$ cat src/rtl/fifo_rd_pkg.sv
// Shared types and constants for the FIFO read-side stream adapter.
package fifo_rd_pkg;

  typedef enum logic [1:0] {
    RD_EMPTY,
    RD_ONE,
    RD_TWO
  } rd_state_t;

  localparam int BUF_DEPTH = 2;
  localparam int STAT_W    = 16;

  // Number of words held in the skid buffer for a given state.
  function automatic logic [1:0] occ_of(input rd_state_t s);
    case (s)
      RD_ONE:  return 2'd1;
      RD_TWO:  return 2'd2;
      default: return 2'd0;
    endcase
  endfunction

endpackage

$ cat src/rtl/fifo_rd_stats.sv
// Saturating transfer and stall counters for fifo_stream_reader
// (present only when FIFO_RD_STATS_EN is defined).
module fifo_rd_stats
  import fifo_rd_pkg::*;
(
  input  logic              clk,
  input  logic              rst,
  input  logic              xfer,
  input  logic              stall,
  output logic [STAT_W-1:0] stat_words,
  output logic [STAT_W-1:0] stat_stalls
);

  // Counters stick at all-ones; flush deliberately does not clear them.
  always_ff @(posedge clk or posedge rst) begin
    if (rst) begin
      stat_words  <= '0;
      stat_stalls <= '0;
    end else begin
      if (xfer && (stat_words != '1))
        stat_words <= stat_words + STAT_W'(1);
      if (stall && (stat_stalls != '1))
        stat_stalls <= stat_stalls + STAT_W'(1);
    end
  end

endmodule

$ cat src/rtl/fifo_stream_reader.sv
// Pops a registered-output sync FIFO and re-presents its words on a valid/ready
// stream through a 2-entry skid buffer. Optional counters: FIFO_RD_STATS_EN.
module fifo_stream_reader
  import fifo_rd_pkg::*;
#(
  parameter int WIDTH = 8
) (
  input  logic             clk,
  input  logic             rst,
  input  logic             flush,
  input  logic             fifo_empty,
  output logic             fifo_pop,
  input  logic [WIDTH-1:0] fifo_rd_data,
  output logic             out_valid,
  input  logic             out_ready,
  output logic [WIDTH-1:0] out_data
`ifdef FIFO_RD_STATS_EN
  ,
  output logic [STAT_W-1:0] stat_words,
  output logic [STAT_W-1:0] stat_stalls
`endif
);

  rd_state_t        state, state_n;
  logic [WIDTH-1:0] head, head_n;
  logic [WIDTH-1:0] tail, tail_n;
  logic             inflight;
  logic             xfer;
  logic             cap;
  logic [2:0]       pending;

  assign out_valid = (state != RD_EMPTY);
  assign out_data  = head;
  assign xfer      = out_valid && out_ready;
  assign cap       = inflight && !flush;

  // Words that will occupy the buffer after this cycle if nothing new is popped.
  // The out_ready -> fifo_pop path is what sustains one word per cycle.
  assign pending  = 3'(occ_of(state)) + 3'(inflight) - 3'(xfer);
  assign fifo_pop = !rst && !fifo_empty && !flush && (pending < 3'(BUF_DEPTH));

  // NOTE: sequential state uses non-blocking assignments so every register
  // samples the pre-edge values of the others.
  // NOTE: head/tail are reset too, because head drives out_data directly and
  // must read as zero out of reset.
  always_ff @(posedge clk or posedge rst) begin
    if (rst) begin
      state    <= RD_EMPTY;
      head     <= '0;
      tail     <= '0;
      inflight <= 1'b0;
    end else begin
      state    <= state_n;
      head     <= head_n;
      tail     <= tail_n;
      inflight <= fifo_pop;
    end
  end

  // NOTE: every output of this block is given a default first, so no path
  // leaves a signal unassigned and no latch is inferred.
  always_comb begin
    state_n = state;
    head_n  = head;
    tail_n  = tail;
    if (flush) begin
      state_n = RD_EMPTY;
    end else begin
      case (state)
        RD_EMPTY: begin
          if (cap) begin
            state_n = RD_ONE;
            head_n  = fifo_rd_data;
          end
        end
        RD_ONE: begin
          if (cap && !xfer) begin
            state_n = RD_TWO;
            tail_n  = fifo_rd_data;
          end else if (cap && xfer) begin
            head_n = fifo_rd_data;
          end else if (xfer) begin
            state_n = RD_EMPTY;
          end
        end
        RD_TWO: begin
          // A capture without a transfer cannot happen here: the pop rule
          // withholds the pop that would have produced it.
          if (xfer) begin
            head_n = tail;
            if (cap) tail_n = fifo_rd_data;
            else     state_n = RD_ONE;
          end
        end
        default: state_n = RD_EMPTY;
      endcase
    end
  end

`ifdef FIFO_RD_STATS_EN
  logic stall;
  assign stall = out_valid && !out_ready;

  fifo_rd_stats u_stats (
    .clk         (clk),
    .rst         (rst),
    .xfer        (xfer),
    .stall       (stall),
    .stat_words  (stat_words),
    .stat_stalls (stat_stalls)
  );
`endif

endmodule
$ cat config.mk
export PLATFORM = sky130hd
export DESIGN_NAME = fifo_stream_reader
export DESIGN_NICKNAME = d
export VERILOG_FILES = /design/src/rtl/fifo_rd_pkg.sv /design/src/rtl/fifo_rd_stats.sv /design/src/rtl/fifo_stream_reader.sv
export SDC_FILE = /design/constraint.sdc
export NUM_CORES = 1
export LEC_CHECK = 0
export CORE_UTILIZATION = 40
export CTS_CLUSTER_SIZE = 12
export DETAILED_ROUTE_END_ITERATION = 12
export GPL_TIMING_DRIVEN = 0
export PLACE_DENSITY = 0.66
export SYNTH_ARGS = -nofsm -noshare
export SYNTH_HDL_FRONTEND = slang
export SYNTH_SLANG_ARGS = --single-unit
$ cat constraint.sdc
create_clock -name clk -period 3.3 [get_ports clk]
set_input_delay 0.66 -clock clk [delete_from_list [all_inputs] [get_ports clk]]
set_output_delay 0.66 -clock clk [all_outputs]
set_load 0.05 [all_outputs]
==> impl_metrics.ini, run 1 <==
[sta]
fmax_ghz = 0.3194
setup_slack_ns = 0.1692
slew_viol_final = 0
finalCritPeriodShare_pct = 94.87
period_needed_ns = 3.131
setup_viol_count_final = 0
slew-limit-headroom_pct = 49.03
worst_slew_pin_slew_ns = 0.7637
rsz0062_at_grt = false
fin_skew_ns = 0.003755
hold_viol_final = 0

[yosys]
synth_edf_count = 0
syn-cell-area_um2 = 999.7
syn_avg_cell_area_um2 = 13.33
yosys.area_share.xor_xnor_pct = 0.8761
synth_seq_cells = 19
syn_inst = 75
synth.most_common_cell = mux2_2
async_flop_share_pct = 100.0
muxShareOfSynthArea_pct = 28.04
synthSimpleGateAreaFrac_pct = 10.89
synth_top_family_by_area = multiplexers
synthAdderAreaFrac_pct = 2.003
synth-compound-area-share_pct = 7.384
synthTopCellsByCount = mux2_2 (24), dfrtp_1 (19), nand2b_1 (5)
synth.area.top_cells = dfrtp_1 (48%), mux2_2 (27%), nand2b_1 (3.1%), o32ai_4 (2.8%), fa_1 (2.0%)
yosysSeqAreaShare_pct = 47.56
ys.flop_type = dfrtp_1
yosys.area.top_type_share_pct = 47.56
ys_warn_count = 0
synth_top_area_cell = dfrtp_1
syn_nets = 89
yosys.cell_types.count = 23

[critical_path]
crit_end = fifo_pop
r2r_setup_slack_ns = 1.33
endpoint_kind = output pin
startpoint = state[1]$_DFFE_PP0P_
crit_arrival_ns = 2.47
startpoint_type = register
rr_endpoint = inflight$_DFF_PP0_
rr_worst_depth = 7
r2r-start = state[1]$_DFFE_PP0P_
worstPathRequired_ns = 2.64
cp_max_fo = 9
path_class = reg2out

[placed_design]
dpl_worst_slack_ns = -0.3386
dpl.hpwl_mm = 1.315
io_buffer_count = 21
place_congestion = 0.7231
placed_cells = 124

[floorplanning]
die_y_um = 51.99
num_rows = 17
core_area_mm2 = 0.002276
pin_count = 23
initial_core_util_pct = 43.93
die_w_um = 51.99
die-area_mm2 = 0.002703

[power_and_ir_drop]
powerDensity_mw_per_mm2 = 506.4
power.leakage_nw = 0.5398
fin_total_pwr_w = 0.0006412
peakVddDrop_v = 0.0003223

[global_route]
antenna_found_initial = 0
use_met2_pct = 24.57
grt_pass1_vias = 650
grtUsageTotal_pct = 15.35
grt_util_met1_pct = 19.93
overflow = 0
grt_pass1_wl_mm = 2.960
busiest_layer = met2
grtUsageMet3_pct = 3.801
grt_max_degree = 21

[finish]
layout-drive-gt1-share_pct = 37.00
nets = 115
stdcell_count = 128
antenna_cells = 0
syn2layout_area_growth_pct = 26.66

[clock_network]
clock_path_buffers = 2
cts_num_sinks = 19
cts_hold_buf = 0
cts_root_buffer = clkbuf_4
clkTransAtPathRegs_ns = 0.10
cts_buffers = 3
cts_max_level = 1
cts_tree = done
clock_latency_ns = 0.29

[status]
status = finished, final reports clean

[routing]
viasPerCell = 4.992
wl_mm = 1.792
postRouteAntennaNets = 0
wl_per_cell_um = 14.00
vias = 639
drt-initial-drc-count = 4
route.detailed.drc = 0
dr.pass1.iters = 4

[hold_path]
hp-class = reg2reg

[run]
maxCapViolations = 0
-- layout make-up --
class	instances	area (µm²)
repair buffers	21	205.2
clock buffers	4	26.28
flip-flops and latches	19	475.5
well taps	28	35.03
fillers	195	1010
multi-input cells	50	491.7
plain buffers	3	21.27
inverters	3	11.26
-- worst min-delay path by stage --
stage,startpoint,end,slack (ns),depth (start not counted)
6_report,tail[5]$_DFFE_PP0P_,tail[5]$_DFFE_PP0P_,0.51,1
3_5_place_dp,tail[7]$_DFFE_PP0P_,tail[7]$_DFFE_PP0P_,0.49,1
3_3_place_gp,tail[5]$_DFFE_PP0P_,tail[5]$_DFFE_PP0P_,0.49,1
5_1_grt,tail[5]$_DFFE_PP0P_,tail[5]$_DFFE_PP0P_,0.53,1
2_1_floorplan,tail[7]$_DFFE_PP0P_,tail[7]$_DFFE_PP0P_,0.47,1
4_1_cts,tail[7]$_DFFE_PP0P_,tail[7]$_DFFE_PP0P_,0.52,1
-- sequential cells by signal (all words and copies together) (netlist names) --
name,cells
out_data,8
inflight,1
state,2
tail,8
-- cell usage in the layout (no fill, tap or decap), types with 2 or more instances in the layout --
cell type | Yosys | layout
nor2_1 | 2 | 2
a21oi_1 | 2 | 2
dfrtp_1 | 19 | 19
nand2_1 | 2 | 2
buf_2 | 2 | 3
clkdlybuf4s50_1 | 0 | 20
clkbuf_4 | 0 | 3
nand3b_1 | 2 | 2
mux2_2 | 24 | 24
nand2b_1 | 5 | 5
inv_1 | 3 | 3
-- power by group --
group	internal (W)	switching, W
Clock	0.0000470	0.0000665
Sequential	0.000270	0.0000198
Combinational	0.0000967	0.000141
Total	0.000414	0.000227
-- metrics by stage --
step           TNS (ns)  hold WS (ns)  instance area [µm²]  util [%]
2_1_floorplan         0        0.4750                999.7         -
3_3_place_gp    -0.2993        0.4856                 1245     54.70
3_5_place_dp    -0.3386        0.4944                 1245     54.70
4_1_cts               0        0.5189                 1272     55.91
5_1_grt               0        0.5298                 1266     55.64
6_report              0        0.5117                 1266     55.64
-- what timing repair did --
item,CTS,global route
gates resized for setup,3,2
endpoints found under the setup margin,1,1
buffers inserted,0,0
gates cloned,0,0
-- routing by layer --
| metal | part of all wire [%] | routed length (µm) |
|---|---|---|
| met4 | 0 | 0 |
| met1 | 48 | 856 |
| met5 | 0 | 0 |
| met3 | 4.1 | 74 |
| met2 | 48 | 861 |
-- logic make-up (layout without fill, tap and decap cells) --
group	Yosys count	count (layout)
and+or+nand+nor	17	17
muxes	25	25
buffers and inverters	6	31
adders and majority gates	1	1
DFF	19	19
xor gates and xnor gates	1	1
AOI/OAI and AO/OA	6	6
-- critical path, cell delays in order (launching register included) --
cell and delay (ns):
dfrtp_1 0.36, buf_2 0.17, or3b_4 0.43, nand2b_1 0.09, nand2_1 0.07, fa_1 0.41, xnor2_1 0.16, and4_1 0.23
buf_2 0.27
No activity file was read; power rests on OpenSTA's default activity.
==> inputs of run 2 (changes only) <==
GPL_ROUTABILITY_DRIVEN = 0   (was not set)
==> results of run 2 <==
No change in the layout: final DEF, timing and power equal those of run 1.
